`config.mk`:
```
export PLATFORM = sky130hd
export DESIGN_NAME = waveform_select_multi
export DESIGN_NICKNAME = d
export VERILOG_FILES = /design/src/rtl/synth_pkg.sv /design/src/rtl/button_conditioner.sv /design/src/rtl/waveform_select_multi.sv
export SDC_FILE = /design/constraint.sdc
export NUM_CORES = 1
export LEC_CHECK = 0
export ABC_CLOCK_PERIOD_IN_PS = 2700
export CAP_MARGIN = 20
export CORE_ASPECT_RATIO = 1.4
export CORE_MARGIN = 2
export CORE_UTILIZATION = 60
export DETAILED_ROUTE_END_ITERATION = 10
export PLACE_DENSITY = 0.9
export REMOVE_ABC_BUFFERS = 1
export SLEW_MARGIN = 20
export SYNTH_ARGS = -nofsm -noshare
export SYNTH_HDL_FRONTEND = slang
export SYNTH_SLANG_ARGS = --single-unit
```
`constraint.sdc`:
```
create_clock -name clk -period 2.7 [get_ports clk]
set_input_delay 0.675 -clock clk [delete_from_list [all_inputs] [get_ports clk]]
set_output_delay 0.675 -clock clk [all_outputs]
set_load 0.005 [all_outputs]
```
`src/rtl/synth_pkg.sv`:
```
// Shared synth front-panel types and width helpers.
package synth_pkg;

  typedef enum logic [1:0] {
    SQUARE   = 2'd0,
    TRIANGLE = 2'd1,
    SAWTOOTH = 2'd2,
    SINE     = 2'd3
  } wave_e;

  function automatic int clog2_min1(input int n);
    int w;
    w = $clog2(n);
    return (w < 1) ? 1 : w;
  endfunction

endpackage

```
`src/rtl/button_conditioner.sv`:
```
// Button conditioner: 2-flop sync, debounce, press edge detect and optional hold auto-repeat.
module button_conditioner
  import synth_pkg::*;
#(
  parameter int DEBOUNCE_CYCLES = 100000,
  parameter int REPEAT_DELAY    = 0,
  parameter int REPEAT_PERIOD   = 25000
) (
  input  logic clk,
  input  logic rst,
  input  logic btn_raw,
  output logic level,
  output logic btn_event
);

  localparam int DB_W   = clog2_min1(DEBOUNCE_CYCLES);
  localparam int HOLD_W = clog2_min1(REPEAT_DELAY + REPEAT_PERIOD);

  logic              sync1;
  logic              sync2;
  logic [DB_W-1:0]   db_cnt;
  logic [1:0]        fill;
  logic              armed;
  logic              holding;
  logic [HOLD_W-1:0] hold_cnt;
  logic              toggle;
  logic              rise_ok;
  logic [HOLD_W-1:0] hold_next;

  // Debounce terminal count, qualified press, and the wrapping repeat counter.
  always_comb begin
    toggle  = (sync2 != level) && (db_cnt == DB_W'(DEBOUNCE_CYCLES - 1));
    rise_ok = toggle && !level && armed;
    if (hold_cnt == HOLD_W'(REPEAT_DELAY + REPEAT_PERIOD - 1)) begin
      hold_next = HOLD_W'(REPEAT_DELAY);
    end else begin
      hold_next = hold_cnt + HOLD_W'(1);
    end
  end

  // A press only counts once the synced input has been seen low after reset,
  // so a button held through reset never produces an event.
  always_ff @(posedge clk) begin
    if (rst) begin
      sync1     <= 1'b0;
      sync2     <= 1'b0;
      db_cnt    <= {DB_W{1'b0}};
      level     <= 1'b0;
      fill      <= 2'd0;
      armed     <= 1'b0;
      holding   <= 1'b0;
      hold_cnt  <= {HOLD_W{1'b0}};
      btn_event <= 1'b0;
    end else begin
      sync1 <= btn_raw;
      sync2 <= sync1;
      if (fill != 2'd2) begin
        fill <= fill + 2'd1;
      end else if (!sync2) begin
        armed <= 1'b1;
      end
      if (sync2 == level) begin
        db_cnt <= {DB_W{1'b0}};
      end else if (toggle) begin
        db_cnt <= {DB_W{1'b0}};
        level  <= ~level;
      end else begin
        db_cnt <= db_cnt + DB_W'(1);
      end
      if (rise_ok) begin
        holding   <= 1'b1;
        hold_cnt  <= {HOLD_W{1'b0}};
        btn_event <= 1'b1;
      end else if (toggle && level) begin
        holding   <= 1'b0;
        hold_cnt  <= {HOLD_W{1'b0}};
        btn_event <= 1'b0;
      end else if ((REPEAT_DELAY > 0) && holding) begin
        hold_cnt  <= hold_next;
        btn_event <= (hold_next == HOLD_W'(REPEAT_DELAY));
      end else begin
        btn_event <= 1'b0;
      end
    end
  end

endmodule

```
`src/rtl/waveform_select_multi.sv`:
```
// Per-voice waveform selector: three conditioned buttons drive a per-channel waveform register array.
module waveform_select_multi
  import synth_pkg::*;
#(
  parameter int  NUM_WAVES       = 3,
  parameter int  NUM_CHANNELS    = 4,
  parameter int  WRAP            = 1,
  parameter int  DEBOUNCE_CYCLES = 100000,
  parameter int  REPEAT_DELAY    = 0,
  parameter int  REPEAT_PERIOD   = 25000,
  localparam int WAVE_W          = clog2_min1(NUM_WAVES),
  localparam int CH_W            = clog2_min1(NUM_CHANNELS)
) (
  input  logic                           clk,
  input  logic                           rst,
  input  logic                           ena,
  input  logic                           next_btn,
  input  logic                           prev_btn,
  input  logic                           chan_btn,
  output logic [NUM_CHANNELS*WAVE_W-1:0] waveform_out,
  output logic [CH_W-1:0]                active_chan,
  output logic                           changed
);

  logic              next_evt;
  logic              prev_evt;
  logic              chan_evt;
  logic              next_level;
  logic              prev_level;
  logic              chan_level;
  logic              unused_levels;
  logic [WAVE_W-1:0] wave     [NUM_CHANNELS];
  logic [WAVE_W-1:0] wave_nxt [NUM_CHANNELS];
  logic [CH_W-1:0]   chan_nxt;
  logic              step_up;
  logic              step_dn;
  logic              diff;

  assign unused_levels = next_level & prev_level & chan_level;

  button_conditioner #(
    .DEBOUNCE_CYCLES(DEBOUNCE_CYCLES),
    .REPEAT_DELAY   (REPEAT_DELAY),
    .REPEAT_PERIOD  (REPEAT_PERIOD)
  ) u_next (
    .clk(clk), .rst(rst), .btn_raw(next_btn), .level(next_level), .btn_event(next_evt)
  );

  button_conditioner #(
    .DEBOUNCE_CYCLES(DEBOUNCE_CYCLES),
    .REPEAT_DELAY   (REPEAT_DELAY),
    .REPEAT_PERIOD  (REPEAT_PERIOD)
  ) u_prev (
    .clk(clk), .rst(rst), .btn_raw(prev_btn), .level(prev_level), .btn_event(prev_evt)
  );

  button_conditioner #(
    .DEBOUNCE_CYCLES(DEBOUNCE_CYCLES),
    .REPEAT_DELAY   (0),
    .REPEAT_PERIOD  (REPEAT_PERIOD)
  ) u_chan (
    .clk(clk), .rst(rst), .btn_raw(chan_btn), .level(chan_level), .btn_event(chan_evt)
  );

  function automatic logic [WAVE_W-1:0] wave_step(input logic [WAVE_W-1:0] cur, input logic up);
    logic [WAVE_W-1:0] r;
    if (up) begin
      if (cur == WAVE_W'(NUM_WAVES - 1)) begin
        r = (WRAP != 0) ? {WAVE_W{1'b0}} : cur;
      end else begin
        r = cur + WAVE_W'(1);
      end
    end else begin
      if (cur == {WAVE_W{1'b0}}) begin
        r = (WRAP != 0) ? WAVE_W'(NUM_WAVES - 1) : cur;
      end else begin
        r = cur - WAVE_W'(1);
      end
    end
    return r;
  endfunction

  // Event arbitration: a wave step targets the pre-update active channel.
  always_comb begin
    step_up = ena && next_evt && !prev_evt;
    step_dn = ena && prev_evt && !next_evt;
    if (ena && chan_evt) begin
      chan_nxt = (active_chan == CH_W'(NUM_CHANNELS - 1)) ? {CH_W{1'b0}} : active_chan + CH_W'(1);
    end else begin
      chan_nxt = active_chan;
    end
    diff = (chan_nxt != active_chan);
    for (int c = 0; c < NUM_CHANNELS; c++) begin
      if ((step_up || step_dn) && (CH_W'(c) == active_chan)) begin
        wave_nxt[c] = wave_step(wave[c], step_up);
      end else begin
        wave_nxt[c] = wave[c];
      end
      diff = diff | (wave_nxt[c] != wave[c]);
    end
  end

  // Waveform registers, active channel and the change pulse.
  always_ff @(posedge clk) begin
    if (rst) begin
      for (int c = 0; c < NUM_CHANNELS; c++) begin
        wave[c] <= WAVE_W'(SQUARE);
      end
      active_chan <= {CH_W{1'b0}};
      changed     <= 1'b0;
    end else begin
      for (int c = 0; c < NUM_CHANNELS; c++) begin
        wave[c] <= wave_nxt[c];
      end
      active_chan <= chan_nxt;
      changed     <= diff;
    end
  end

  // Pack the register array onto the output bus.
  always_comb begin
    waveform_out = {NUM_CHANNELS*WAVE_W{1'b0}};
    for (int c = 0; c < NUM_CHANNELS; c++) begin
      waveform_out[c*WAVE_W +: WAVE_W] = wave[c];
    end
  end

endmodule
```
Yosys cells after proc, flatten, opt, wreduce, memory -nomap -nowiden
Memory sizes are Yosys's and may differ from the RTL's. Index checks and enable logic that the tools add are counted.

Bits in writable memories: 8. Register bits after elaboration: 75. Input port bits: 6. Output and inout bits: 11. Word-level logic and storage cells: 150. Memories kept: 1.

Memories: wave (words 4, bits a word 2, read ports 4, clocked after memory_dff 0, write ports 4, RTL line waveform_select_multi.sv:32) `logic [WAVE_W-1:0] wave [NUM_CHANNELS];`.

Multiplexer cells: 28. Bitwise logic cells: 20. Add/subtract/negate cells: 15. Eq/ne operators: 25. Reduce and logical (&&, ||, !) cells: 38.

Operators with widths (count): $add A17 B1 Y17 const B (3); $eq A17 B17 Y1 const B (3); $mux W2 (22); $logic_and A1 B1 Y1 (18); $add A2 B1 Y2 const B (8); $not A1 Y1 (12); $reduce_and A2 Y1 (6); $eq A2 B2 Y1 const B (5); $logic_not A2 Y1 (5); $ne A2 B2 Y1 (5); $reduce_or A3 Y1 (3); $or A1 B1 Y1 (8); $sub A2 B1 Y2 const B (4); $mux W1 (6); $ne A2 B2 Y1 const B (3); $logic_not A1 Y1 (5); $eq A2 B2 Y1 const A (2); $eq A1 B1 Y1 (3); $ne A1 B1 Y1 (3); $eq A1 B2 Y1 const A (1); $logic_or A1 B1 Y1 (1).

Longest topological paths before layout
Word-level depth: 10. Gate-level depth with buffers: 8. Gate-level depth less buffers: 7.

Hierarchy
A second synthesis with hierarchy kept.

Cells, all modules: 441. Area total of the unflattened synthesis: 4201.5 um^2.

Modules (own cells, without submodules): button_conditioner (cells each 107, sequential area each 480.5 um^2, times used 3, area each 1041.0 um^2); waveform_select_multi (cells each 120, sequential area each 220.2 um^2, times used 1, area each 1078.5 um^2).

Worst setup path before layout
Ideal clock, no wire load.

Kind: register to register. From: register u_chan.db_cnt[12]. To: register u_chan.db_cnt[15]. Path slack: 0.609 ns. Buffers on the path: 1. Data required time: 2.585 ns. Setup time: 0.115 ns. Period minus slack after synthesis: 2.091 ns. Cell stages (with the launch flop): 7. Data arrival time: 1.977 ns. Cells stage by stage: dfxtp_1 or4b_1 or4_1 or3_4 nand3b_4 buf_8 nor2_1.

Cells in the longest elaborated chain, start to end: 3. Elaborated cells on any way between the ends: 4. Those cells by class: add/sub: 1; eq/ne: 1; reduce/logical: 2.

Ends and longest elaborated chain: from (decl) (RTL line button_conditioner.sv:21) `logic [DB_W-1:0] db_cnt;`; from (signal assigned) (RTL line button_conditioner.sv:47) `db_cnt <= {DB_W{1'b0}};`; from (signal assigned) (RTL line button_conditioner.sv:63) `db_cnt <= {DB_W{1'b0}};`; from (signal assigned) (RTL line button_conditioner.sv:65) `db_cnt <= {DB_W{1'b0}};`; parallel branches: the longest is 3 deep, another holds $add A17 B1 Y17.

Several ways; the timed one is not identified. A chain may end at the register's enable or synchronous reset.

Final worst setup path
From: register u_prev.db_cnt[0]. To: register u_prev.db_cnt[8].

Cells in the longest elaborated chain, start to end: 3. Elaborated cells on any way between the ends: 4. Those cells by class: add/sub: 1; eq/ne: 1; reduce/logical: 2.

Ends and longest elaborated chain (RTL line): from (decl) (button_conditioner.sv:21); from (signal assigned) (button_conditioner.sv:47); from (signal assigned) (button_conditioner.sv:63); from (signal assigned) (button_conditioner.sv:65); parallel branches: the longest is 3 deep, another holds $add A17 B1 Y17.

Several ways; the timed one is not identified.

==> key figures <==
Outcome
  – Status: finished, final reports clean

Worst setup path
  – CP Capture Type: flip-flop
  – Critical Path RT: around 2.9 ns
  – Reg2Reg Launch Point: u_prev.db_cnt[0]
  – R2R setup slack: ~0.44 ns
  – RR Endpoint: u_prev.db_cnt[8]
  – R2R depth: 7
  – Worst EP arrival: between 2 and 2.5 ns
  – CP max FO: 17
  – Crit path kind: reg -> reg
  – Startpoint Class: flip-flop

Die
  – Total I/O pin count: 17
  – Die Wd: between 70 and 80 µm
  – Row count: 34
  – Die footprint: slightly above 0.007 mm²
  – Initial Utilization: between 60 and 70%
  – Core footprint: between 0.006 and 0.007 mm²
  – Die Ht: about 100 µm

Clocking
  – Num CTS Buffers: 9
  – Post-CTS Hold Fix Bufs: 0
  – CTS HTree Levels: 3
  – Clock tree buffer depth: 2
  – Clk sink count: 83
  – Reg clk slew, reported paths: 0.08 ns
  – Clk Latency, worst-skew pair: 0.36 ns
  – Resized cells post-CTS: 0
  – CTS tree: done
  – Root Buffer: clkbuf_8
  – Postcts setup bufs: 0

GRT
  – Initial antenna violation count: 0
  – Pin count of the biggest net entering global routing: 22
  – First-pass GRT wire length: approximately 13000 µm
  – Vias in the first global route: just over 3000
  – Total gr overflow: 0
  – Gr usage total: 22.59%

Power
  – VDD IR max: 384.8 µV
  – Power Density: between 500 and 600 mW/mm²
  – LEAKAGE: about 0.0015 µW

Yosys
  – Synth area leader: dfxtp_1
  – Seq cells post-synth: between 80 and 90
  – Distinct cells, synth: 45
  – Simple-gate share of the synthesized area: about a quarter
  – Post-synthesis mux area share: around 1.8%
  – Post-Syn Area: 0.003913 mm²
  – Post-synth top area share: between 40% and 50%
  – Synth Instances: between 400 and 500
  – Synth Warn #: 0
  – Top_reg_cell synth: dfxtp_1
  – Asr flop ratio synth: 0%
  – Main combinational cell family by area after synthesis: simple AND/OR/NAND/NOR gates
  – Seq/Total Area, Yosys: 42.47%
  – XOR/XNOR share of the synthesized area: between 10% and 20%
  – Number of flops mapped to enable cells by yosys: 0
  – Synth Area in Compound Gates: under 10%
  – Mapped Avg Cell Area: approximately 8.7 µm²
  – Synth top area cells: dfxtp_1 (42%), nor2_1 (9.2%), ha_1 (7.0%)
  – Adder-Cell Fraction of Synth Area: under 10%

STA
  – Unrepaired setup endpoints after global routing: false
  – Max Clock Skew: ~0.012 ns
  – Total negative slack: 0 ns
  – Min cycle time layout: 2.261 ns
  – Worst slew pin tran: 0.5647 ns
  – Final hold vios: 0
  – Final setup viols: 0
  – Fin. max-slew vios: 0
  – Crit share post-route: about 84%
  – Slew HR: between 60% and 70%
  – Max Freq: approximately 440 MHz

Drt
  – WL final: roughly 7400 µm
  – Drc violations: 0
  – Vias per std cell: between 5 and 6
  – Iteration-0 DRC Markers: around 240
  – DRT Pass-1 Iters: 5
  – Wire per inst: between 10 and 15 µm
  – DR vias: about 3000
  – Post-route antenna net violation count: 0

Cells and area
  – Layout cells sized above 1: under 10%
  – Final antenna diode count: 0
  – Layout overhead on the synthesized area: 12.22%
  – Nets: between 400 and 500
  – Post-route insts no fill: 545

Min path
  – Hold Path Class: reg -> reg
  – Hold Path Origin: u_prev.sync1
  – Hold EP: u_prev.sync2
  – Worst Hold Path Cells: 1

Placed design
  – Routability cong.: a little under 0.9
  – Dpl cells: roughly 530
  – Hpwl dp: 5135 µm
  – IO Port Bufs: 16

Run
  – Max Cap Viol: 0
-- sequential cells by signal (all words and copies together) (netlist names), 2 cells and up --
name / count
u_next.db_cnt: 17
u_prev.fill: 2
u_next.fill: 2
wave: 8
u_chan.fill: 2
u_prev.db_cnt: 17
active_chan: 2
u_chan.db_cnt: 17
-- cells in the final DEF, fill, tap and decap left out, drive strengths merged, types with 5 or more instances in the layout --
master         netlist  final
nor2                96     96
dfxtp               83     83
xnor2               29     29
inv                 28     29
xor2                28     28
nand3               24     24
nand2               23     23
ha                  22     22
clkdlybuf4s50        0     16
a21oi               12     12
nand4                9      9
nor3                 9      9
clkbuf               9      9
nor2b                8      8
and3                 7      7
mux2i                7      7
and4                 7      7
buf                  3      5
nand3b               5      5
-- per-stage QoR --
step / hold WS, ns / util, % / instance area [µm²] / worst slack (ns) / total power [µW]
after detailed placement: 0.4204 / 66.23 / 4141 / 0.3263 / 1564
after CTS: 0.4396 / 70.21 / 4390 / 0.4056 / 2645
final: 0.4395 / 70.21 / 4390 / 0.4388 / 2625
after floorplan: 0.4138 / - / 3854 / 0.6575 / 1500
after global routing: 0.4524 / 70.21 / 4390 / 0.1847 / 2751
after global placement: 0.4198 / 66.23 / 4141 / 0.3973 / 1536
-- critical path: stages, from the launching register on --
cell     delay (ns)
dfxtp_1        0.36
ha_1           0.21
nand2_1        0.11
or4_1          0.54
nor4_1         0.19
buf_4          0.17
or3_1          0.45
nor2_1         0.11
-- how the worst max path moves through the flow --
stage                      from                 to  slack [ns]  depth (start not counted)
3_3_place_gp                ena            changed        0.40                          7
5_1_grt        u_prev.db_cnt[0]  u_prev.db_cnt[16]        0.18                          7
3_5_place_dp                ena            changed        0.33                          7
4_1_cts        u_prev.db_cnt[0]   u_prev.db_cnt[8]        0.41                          7
6_report       u_prev.db_cnt[0]   u_prev.db_cnt[8]        0.44                          7
2_1_floorplan  u_prev.db_cnt[0]  u_prev.db_cnt[10]        0.66                          6
-- layout make-up --
type / count / area (µm²)
multi-input cells: 325 / 2087
fillers: 480 / 1863
flip-flops and latches: 83 / 1662
repair buffers: 21 / 197.7
clock inverters: 7 / 125.1
clock buffers: 9 / 123.9
inverters: 28 / 105.1
well taps: 72 / 90.09
-- cell usage after synthesis (all sizes together) (2+ instances only) --
library cell	count
nor2	96
dfxtp	83
xnor2	29
inv	28
xor2	28
nand3	24
nand2	23
ha	22
a21oi	12
clkbuf	9
nand4	9
nor3	9
nor2b	8
and3	7
and4	7
mux2i	7
nand3b	5
a211oi	4
or4	4
a22oi	3
buf	3
nor4b	3
o21ai	3
or3	3
a22o	2
nor4	2
or2	2
-- kinds of logic after synthesis --
family          Yosys count
simple gates            207
flops                    83
xor+xnor                 57
buf+inv                  40
compound gates           32
fa+ha+maj                22
mux                       7
-- routing by layer --
| metal | routed length [µm] | vias up | part of all wire (%) | track usage [%] |
|---|---|---|---|---|
| met4 | 295 | 0 | 4.0 | 15.38 |
| li1 | - | 1535 | - | - |
| met5 | 0 | - | 0 | 0 |
| met3 | 283 | 31 | 3.8 | 4.863 |
| met1 | 3079 | 1432 | 41 | 24.98 |
| met2 | 3777 | 87 | 51 | 37.97 |
-- power by group --
| part | internal, µW | switching (µW) | leakage, µW | total, µW |
|---|---|---|---|---|
| combinational | 96.1 | 119 | 0.000751 | 215 |
| clock | 622 | 465 | 0.000124 | 1090 |
| sequential | 1290 | 35.6 | 0.000672 | 1320 |
Note: power is estimated with default switching activity, not from simulation.
